==> src/rtl/fjk_bank.sv <==
// fjk_bank: WIDTH-bit bank of JK flip-flops with per-bit active-low clear and up/down count mode.
// Define MCLOCK_EDGE_EN to advance on rising edges of clk instead of while clk is high.
module fjk_bank #(
    parameter int               WIDTH       = 4,
    parameter logic [WIDTH-1:0] RESET_VALUE = '0
) (
    input  logic             MasterClock,
    input  logic             reset,
    input  logic             clk,
    input  logic [WIDTH-1:0] j,
    input  logic [WIDTH-1:0] k,
    input  logic [WIDTH-1:0] rL,
    input  logic             cnt_en,
    input  logic             up,
    output logic [WIDTH-1:0] q,
    output logic [WIDTH-1:0] qL,
    output logic             tc
);

    logic [WIDTH-1:0] q_reg;
    logic [WIDTH-1:0] q_next;
    logic [WIDTH-1:0] cnt_val;
    logic             act;

`ifdef MCLOCK_EDGE_EN
    logic old_clk_reg;

    // Held at 1 through reset so a clk already high at release is not an edge.
    always_ff @(posedge MasterClock or posedge reset) begin
        if (reset) begin
            old_clk_reg <= 1'b1;
        end else begin
            old_clk_reg <= clk;
        end
    end

    assign act = clk & ~old_clk_reg;
`else
    assign act = clk;
`endif

    assign cnt_val = up ? (q_reg + WIDTH'(1)) : (q_reg - WIDTH'(1));

    // Clear dominates every other condition, including an inactive strobe.
    generate
        for (genvar gi = 0; gi < WIDTH; gi++) begin : g_bit
            logic jk_bit;

            always_comb begin
                jk_bit = q_reg[gi];
                case ({j[gi], k[gi]})
                    2'b00:   jk_bit = q_reg[gi];
                    2'b01:   jk_bit = 1'b0;
                    2'b10:   jk_bit = 1'b1;
                    default: jk_bit = ~q_reg[gi];
                endcase
            end

            assign q_next[gi] = !rL[gi] ? 1'b0 :
                                !act    ? q_reg[gi] :
                                cnt_en  ? cnt_val[gi] : jk_bit;
        end
    endgenerate

    always_ff @(posedge MasterClock or posedge reset) begin
        if (reset) begin
            q_reg <= RESET_VALUE;
        end else begin
            q_reg <= q_next;
        end
    end

    assign q  = q_reg;
    assign qL = ~q_reg;
    assign tc = cnt_en & (up ? (&q_reg) : ~(|q_reg));

endmodule
==> config.mk <==
export PLATFORM = sky130hd
export DESIGN_NAME = fjk_bank
export DESIGN_NICKNAME = d
export VERILOG_FILES = /design/src/rtl/fjk_bank.sv
export SDC_FILE = /design/constraint.sdc
export NUM_CORES = 1
export LEC_CHECK = 0
export CELL_PAD_IN_SITES_DETAIL_PLACEMENT = 0
export CELL_PAD_IN_SITES_GLOBAL_PLACEMENT = 1
export CORE_MARGIN = 3
export CORE_UTILIZATION = 28
export CTS_BUF_LIST = sky130_fd_sc_hd__clkbuf_8
export CTS_CLUSTER_DIAMETER = 200
export DETAILED_ROUTE_END_ITERATION = 10
export PLACE_DENSITY_LB_ADDON = 0.1
export SLEW_MARGIN = 5
export SYNTH_ARGS = -nofsm -noshare
export SYNTH_HDL_FRONTEND = slang
export SYNTH_SLANG_ARGS = --single-unit
==> constraint.sdc <==
create_clock -name MasterClock -period 1.7 [get_ports MasterClock]
set_input_delay 0.17 -clock MasterClock [delete_from_list [all_inputs] [get_ports MasterClock]]
set_output_delay 0.17 -clock MasterClock [all_outputs]
set_load 0.01 [all_outputs]
# Word-level counts from Yosys, hierarchy flattened
# Index checks and enable logic that the tools add are counted.
dict set report classes {
  n_reduce_logical 10
  n_mux 18
  order_cmp 0
  bitwise 7
  div 0
  multipliers 0
  n_shift 0
  add_sub_neg 2
  n_eq_ne 16
}
# cell n
set op_table {}
lappend op_table {{2-to-1 mux 1 bit} 13}
lappend op_table {{!= test 3 bit (second input constant)} 4}
lappend op_table {{one-hot mux 1 bit (3 select lines)} 4}
lappend op_table {{== test 2 x 1 -> 1 bit (second input constant)} 4}
lappend op_table {{== test 2 bit (second input constant)} 4}
lappend op_table {{logical NOT 2 bit} 4}
lappend op_table {{!= test 2 bit (second input constant)} 4}
lappend op_table {{AND reduction 2 bit} 4}
lappend op_table {{inverter 1 bit} 5}
lappend op_table {{adder 4 x 1 -> 4 bit (second input constant)} 1}
lappend op_table {{2-to-1 mux 4 bit} 1}
lappend op_table {{inverter 4 bit} 1}
lappend op_table {{AND reduction 4 bit} 1}
lappend op_table {{OR reduction 4 bit} 1}
lappend op_table {{subtractor 4 x 1 -> 4 bit (second input constant)} 1}
lappend op_table {{AND 1 bit} 1}
dict set report word_totals {
  memories 0
  register_bits 4
  ramBits 0
  mem_bits_ro 0
  output_inout_bits 9
  latch_bits 0
}

# Depth between registers and ports, before layout
# Gate-level depths: netlist (run 1).
dict set report depth {
  depth_word 5
  ltp_mapped 6
}

# Worst setup path before layout (run 1)
# OpenSTA, ideal clock, no wires.
dict set report synth_path {
  path_type {flip-flop to flip-flop}
  start {reg q_reg[0] (netlist: q[0])}
  end {reg q_reg[2] (netlist: q[2])}
  synth_period_minus_slack_ns 1.511
  setup_ns 0.095
  arrival_time_ns 1.415
  slack_ns 0.189
  path_stages_with_launch 7
  path_buffers 0
  required_ns 1.605
  path_cell_list {dfrtp_1 -> inv_1 -> fa_1 -> xor2_1 -> nand2_1 -> o21ai_0 -> o31ai_1}
}
dict set report synth_via {
  elab_chain_len 5
  word_cells_on_any_way 6
  classes_between {2 x add/sub; 4 x mux}
}
# element line
set synth_rtl {}
lappend synth_rtl {{from (decl)} 20} ;# logic [WIDTH-1:0] q_reg;
lappend synth_rtl {{from (signal assigned)} 69} ;# q_reg <= q_next;
lappend synth_rtl {{subtractor 4 x 1 -> 4 bit or adder 4 x 1 -> 4 bit (tied branches)} 42} ;# assign cnt_val = up ? (q_reg + WIDTH'(1)) : (q_reg - WIDTH'(1));
lappend synth_rtl {{2-to-1 mux 4 bit (*)} 42}
lappend synth_rtl {{2-to-1 mux 1 bit (*)} 61} ;# cnt_en ? cnt_val[gi] : jk_bit;
lappend synth_rtl {{2-to-1 mux 1 bit (*)} 60} ;# !act ? q_reg[gi] :
lappend synth_rtl {{2-to-1 mux 1 bit (*)} 59} ;# assign q_next[gi] = !rL[gi] ? 1'b0 :
# Every way passes the cells marked *; elsewhere a longest branch is shown, timed or not. The select of a mux whose other input is x is not followed.
# A chain may end at the register's enable or synchronous reset.

# Final worst setup path (run 1)
dict set report layout_path {
  start {in j[1]}
  end {reg q_reg[1] (netlist: q[1])}
}
dict set report layout_via {
  elab_chain_len 5
  word_cells_on_any_way 9
  classes_between {3 x eq/ne; 4 x mux; 2 x reduce/logical}
}
# element line
set layout_rtl {}
lappend layout_rtl {{from (decl)} 10} ;# input logic [WIDTH-1:0] j,
lappend layout_rtl {{== test 2 bit, or another cell as far along} 51} ;# case ({j[gi], k[gi]})
lappend layout_rtl {{one-hot mux 1 bit (3 select lines)} 51}
lappend layout_rtl {{2-to-1 mux 1 bit} 61}
lappend layout_rtl {{2-to-1 mux 1 bit} 60}
lappend layout_rtl {{2-to-1 mux 1 bit} 59}
# Several ways; a longest one is shown, not always the timed one. The select of a mux whose other input is x is not followed.

==> results of run 1 <==
report_power, final:
part	switching, mW	total, mW	internal [mW]
clock network	0.0534	0.205	0.151
registers	0.00999	0.115	0.105
logic	0.0974	0.230	0.132
Yosys cell counts:
master,number
inv_1,18
dfrtp_1,4
nand2_1,4
o221a_1,1
o211ai_1,1
buf_6,1
xor2_1,2
xnor2_1,1
a31oi_1,2
fa_1,1
o41ai_1,1
o31ai_1,1
o21ai_0,5
ha_1,10
a2111oi_2,1
a21oi_1,7
nor2_1,1
a21o_1,2
nand3_1,3
nor3_1,2
worst max path at each step:
stage / slack, ns / end / startpoint / cells after the start
after floorplan: 0.19 / q[2] / q[0] / 6
after global placement: -0.07 / q[2] / up / 7
after detailed placement: -0.12 / q[1] / j[1] / 6
after CTS: 0.1 / q[1] / j[1] / 6
after global routing: 0.02 / q[1] / j[1] / 6
final: 0.09 / q[1] / j[1] / 6
critical path, cell delays in order:
cell and delay, ns:
clkdlybuf4s50_1 0.48, inv_1 0.05, ha_1 0.31, a2111oi_2 0.39, a21oi_1 0.07, o221a_1 0.24
cells by family (layout without fill, tap and decap cells):
| logic type | count (synthesis) | in the layout | share of synthesized area, % |
|---|---|---|---|
| compound gates | 21 | 21 | 25.9 |
| buf+inv | 19 | 55 | 14.8 |
| flops | 4 | 4 | 18.8 |
| simple gates | 10 | 10 | 8.23 |
| xor+xnor | 3 | 3 | 4.94 |
| fa+ha+maj | 11 | 11 | 27.3 |
routing by layer:
layer  share of wire [%]  global-route usage, %  vias to the layer above
met5                   0                      0                        -
met2                  47                   17.4                       14
met1                  45                   16.2                      259
li1                    -                      -                      302
met3                 7.5                   6.34                        2
met4                0.30                   2.76                        0
through the flow:
stage | power [mW] | utilization (%)
after floorplan | 0.225 | -
after global routing | 0.589 | 51.6
after CTS | 0.558 | 51.6
final | 0.550 | 51.6
after global placement | 0.350 | 49.3
after detailed placement | 0.349 | 49.3
final cells by class:
cell class / count / area [um2] / share of cell area, %
Timing Repair Buffer: 34 / 317 / 34.8
Sequential cell: 4 / 100 / 11.0
Clock buffer: 3 / 41.3 / 4.54
Tap cell: 25 / 31.3 / 3.44
Inverter: 18 / 67.6 / 7.43
Multi-Input combinational cell: 45 / 353 / 38.8
==> impl_metrics.ini, run 1 <==
[run_status]
status = finished clean

[die]
die_w_um = 49.6
die_area_um2 = 2460
std_cell_rows = 15
core-area_um2 = 1760
start_util_pct = 30.1
dieHeight_um = 49.6
pin_count = 26

[global_routing]
first_global_vias = 525
grt_max_degree = 9
antenna_found_initial = 0
track_usage_pct = 12.2
grt_pass1_wl_um = 2290
overflow = 0

[sta]
rsz0062_at_grt = no
slew_headroom_pct = 79.5
period_share_pct = 94.6
fmax_mhz = 622
setup_viol = 0
slew_violations = 0
fin_ws_ns = 0.0925
period_needed_ns = 1.61
finalSetupTns_ns = 0
whs_ns = 0.138
final.setup_skew_ns = 0.00264
final_hold_viol_count = 0
worst_pin_slew_ns = 0.307

[detailed_routing]
wl_um = 1340
via_count = 577
ant_nets = 0
drc = 0
drtPass1Iterations = 3
drtIter0Drc = 7
via_per_inst = 4.47
wire_per_inst_um = 10.4

[yosys]
yosysUniqueCellTypes = 20
syn_inst = 68
synth-seq-cells = 4
ys_top_cells_by_area = ha_1, dfrtp_1, inv_1
ys_seq_area_share_pct = 18.8
synth_top_cell_by_area = ha_1
synthesis.area_um2 = 532
yosysTopAreaCellShare_pct = 23.5
yosys_warnings = 0
synth_fp_nets = 96
avgSynthCellArea_um2 = 7.82

[final_layout]
drive_gt1_share_pct = 12.5
layout_commonest_cell = clkdlybuf4s50_1
largest_register_ffs = 4
layout_common_cells = clkdlybuf4s50_1, inv_1, ha_1, buf_4, a21oi_1
design_area_um2 = 910
final_cells = 129
fin_nets = 134
n_antenna_cell = 0
nFillCells = 186
area_delta_synth_final_pct = 71.1

[clocking]
clock-sinks = 4
hold_buffers = 0
cts_buffers = 3
tritoncts = yes
clk_pin_slew_ns = 0.03
htree_num_levels = 1
clock-root-buffer = clkbuf_8
clk_latency_ns = 0.22
cts_setup_buffers = 0
cts_resized = 1
cts.path.max_buffers = 2

[place]
numPortBuffers = 25
pre_cts_slack_ns = -0.118
dpl_cell_area_um2 = 870
dp_cells = 126
dpl.hpwl_um = 1130
globalplace.congestion = 0.742

[setup_path]
cp.required_ns = 1.80
r2r_cells = 6
reg2reg_from = q[1]
regToRegSetupSlack_ns = 0.16
start_kind = input port
critPathCaptureType = flip-flop
r2r-end = q[3]
path_class = in2reg
cp_data_arrival_time_ns = 1.71
cp_max_fo = 2

[power_and_ir_drop]
p_per_area_nw_per_um2 = 604
ir_drop_mv = 0.549
p_leak_nw = 0.455

[job]
cap_violations = 0

[worst_hold_path]
hp-class = in2async
No activity file was read; power rests on OpenSTA's default activity.
==> inputs of run 2 (changes only) <==
Settings changed: PLACE_DENSITY set to 0.84, PLACE_DENSITY_LB_ADDON 0.1 to unset, SLEW_MARGIN 5 to 15, TNS_END_PERCENT set to 1.
==> impl_metrics.ini, run 2 (synthesis results as in run 1) <==
[final_layout]
design_area_um2 = 950
post-route-util_pct = 53.8
final_cells = 130
layout_common_cells = clkdlybuf4s50_1, inv_1, buf_4, ha_1, a21oi_1
layout_commonest_cell = clkdlybuf4s50_1
nFillCells = 180
n_antenna_cell = 0
drive_gt1_share_pct = 16.2
fin_nets = 135
area_delta_synth_final_pct = 78.6
largest_register_ffs = 4

[place]
pre_cts_slack_ns = -0.125
globalplace.congestion = 0.734
dpl.hpwl_um = 1190
dp_cells = 124
numPortBuffers = 25
dpl_cell_area_um2 = 855

[global_routing]
first_global_vias = 648
overflow = 0
antenna_found_initial = 0
grt_max_degree = 9
grt_pass1_wl_um = 2630
track_usage_pct = 13.6

[detailed_routing]
via_count = 601
wire_per_inst_um = 11.5
wl_um = 1500
drc = 0
drtPass1Iterations = 4
via_per_inst = 4.62
ant_nets = 0
drtIter0Drc = 4

[setup_path]
critPathCaptureType = flip-flop
path_class = reg2reg
cp.required_ns = 1.82
r2r_cells = 7
start_kind = flip-flop
cp_data_arrival_time_ns = 1.72
cp_max_fo = 3

[clocking]
clk_latency_ns = 0.22
cts_buffers = 3
htree_num_levels = 1
clock-sinks = 4
clk_pin_slew_ns = 0.03
clock-root-buffer = clkbuf_8
cts.path.max_buffers = 2
tritoncts = yes

[sta]
slew_violations = 0
period_share_pct = 94.0
period_needed_ns = 1.60
fmax_mhz = 626
fin_ws_ns = 0.102
worst_pin_slew_ns = 0.260
setup_viol = 0
slew_headroom_pct = 82.5
rsz0062_at_grt = yes
final.setup_skew_ns = 0.00292
final_hold_viol_count = 0

[power_and_ir_drop]
ir_drop_mv = 0.514
p_per_area_nw_per_um2 = 599
p_leak_nw = 0.470

[die]
start_util_pct = 30.1
dieHeight_um = 49.6
std_cell_rows = 15
die_area_um2 = 2460
pin_count = 26
die_w_um = 49.6
core-area_um2 = 1760

[job]
cap_violations = 0

[run_status]
status = finished clean

[worst_hold_path]
hp-class = in2async
==> run 2: power by group <==
part | switching [mW] | leakage (nW) | internal [mW]
Clock | 0.0526 | 0.0216 | 0.151
Combinational | 0.108 | 0.396 | 0.142
Sequential | 0.00971 | 0.0523 | 0.105
==> run 2: metrics by stage <==
stage	hold slack [ns]	power, mW	setup TNS [ns]
detailed placement	0.377	0.346	-0.281
floorplan	-0.0639	0.225	0
CTS	0.153	0.559	0
global route	0.182	0.607	-0.0148
finish	0.147	0.569	0
global placement	0.382	0.341	-0.187
==> run 2: final timing paths <==
kind	startpoint	to	slack [ns]
hold reg to reg	q[2]	q[2]	0.65
hold / removal	reset	q[3]	0.15
max in group asynchronous	reset	q[2]	1.39
setup reg to reg	q[0]	q[2]	0.10
setup / recovery	q[0]	q[2]	0.10
min in group MasterClock	rL[0]	q[0]	0.51
==> run 2: critical path, cell delays in order, from the launching register on <==
cell     delay [ns]
dfrtp_1        0.35
inv_1          0.07
buf_4          0.15
fa_1           0.41
xor2_1         0.17
nand2_1        0.06
o21ai_1        0.07
o31ai_1        0.23
==> run 2: metal layers <==
layer / vias to the layer above / global-route usage (%) / routed length [um] / part of all wire (%)
met4: 0 / 2.76 / 0 / 0
met1: 277 / 14.4 / 603 / 40
met3: 0 / 5.44 / 104 / 6.9
met5: - / 0 / 0 / 0
met2: 19 / 25.1 / 789 / 53
li1: 305 / - / - / -
==> run 2: final cells by class <==
type / count / area [um2] / share of cell area [%]
sequential: 4 / 100 / 10.5
tap: 25 / 31.3 / 3.29
clock buffer: 3 / 41.3 / 4.35
multi-input combinational: 45 / 383 / 40.3
inverter: 18 / 67.6 / 7.11
timing repair buffer: 35 / 327 / 34.4
==> run 2: timing repair <==
item	CTS	global route
hold buffers	0	0
cloned	0	0
resized for setup	2	5
pin swaps	0	1
setup buffers	2	1
endpoints found under the setup margin	1	2
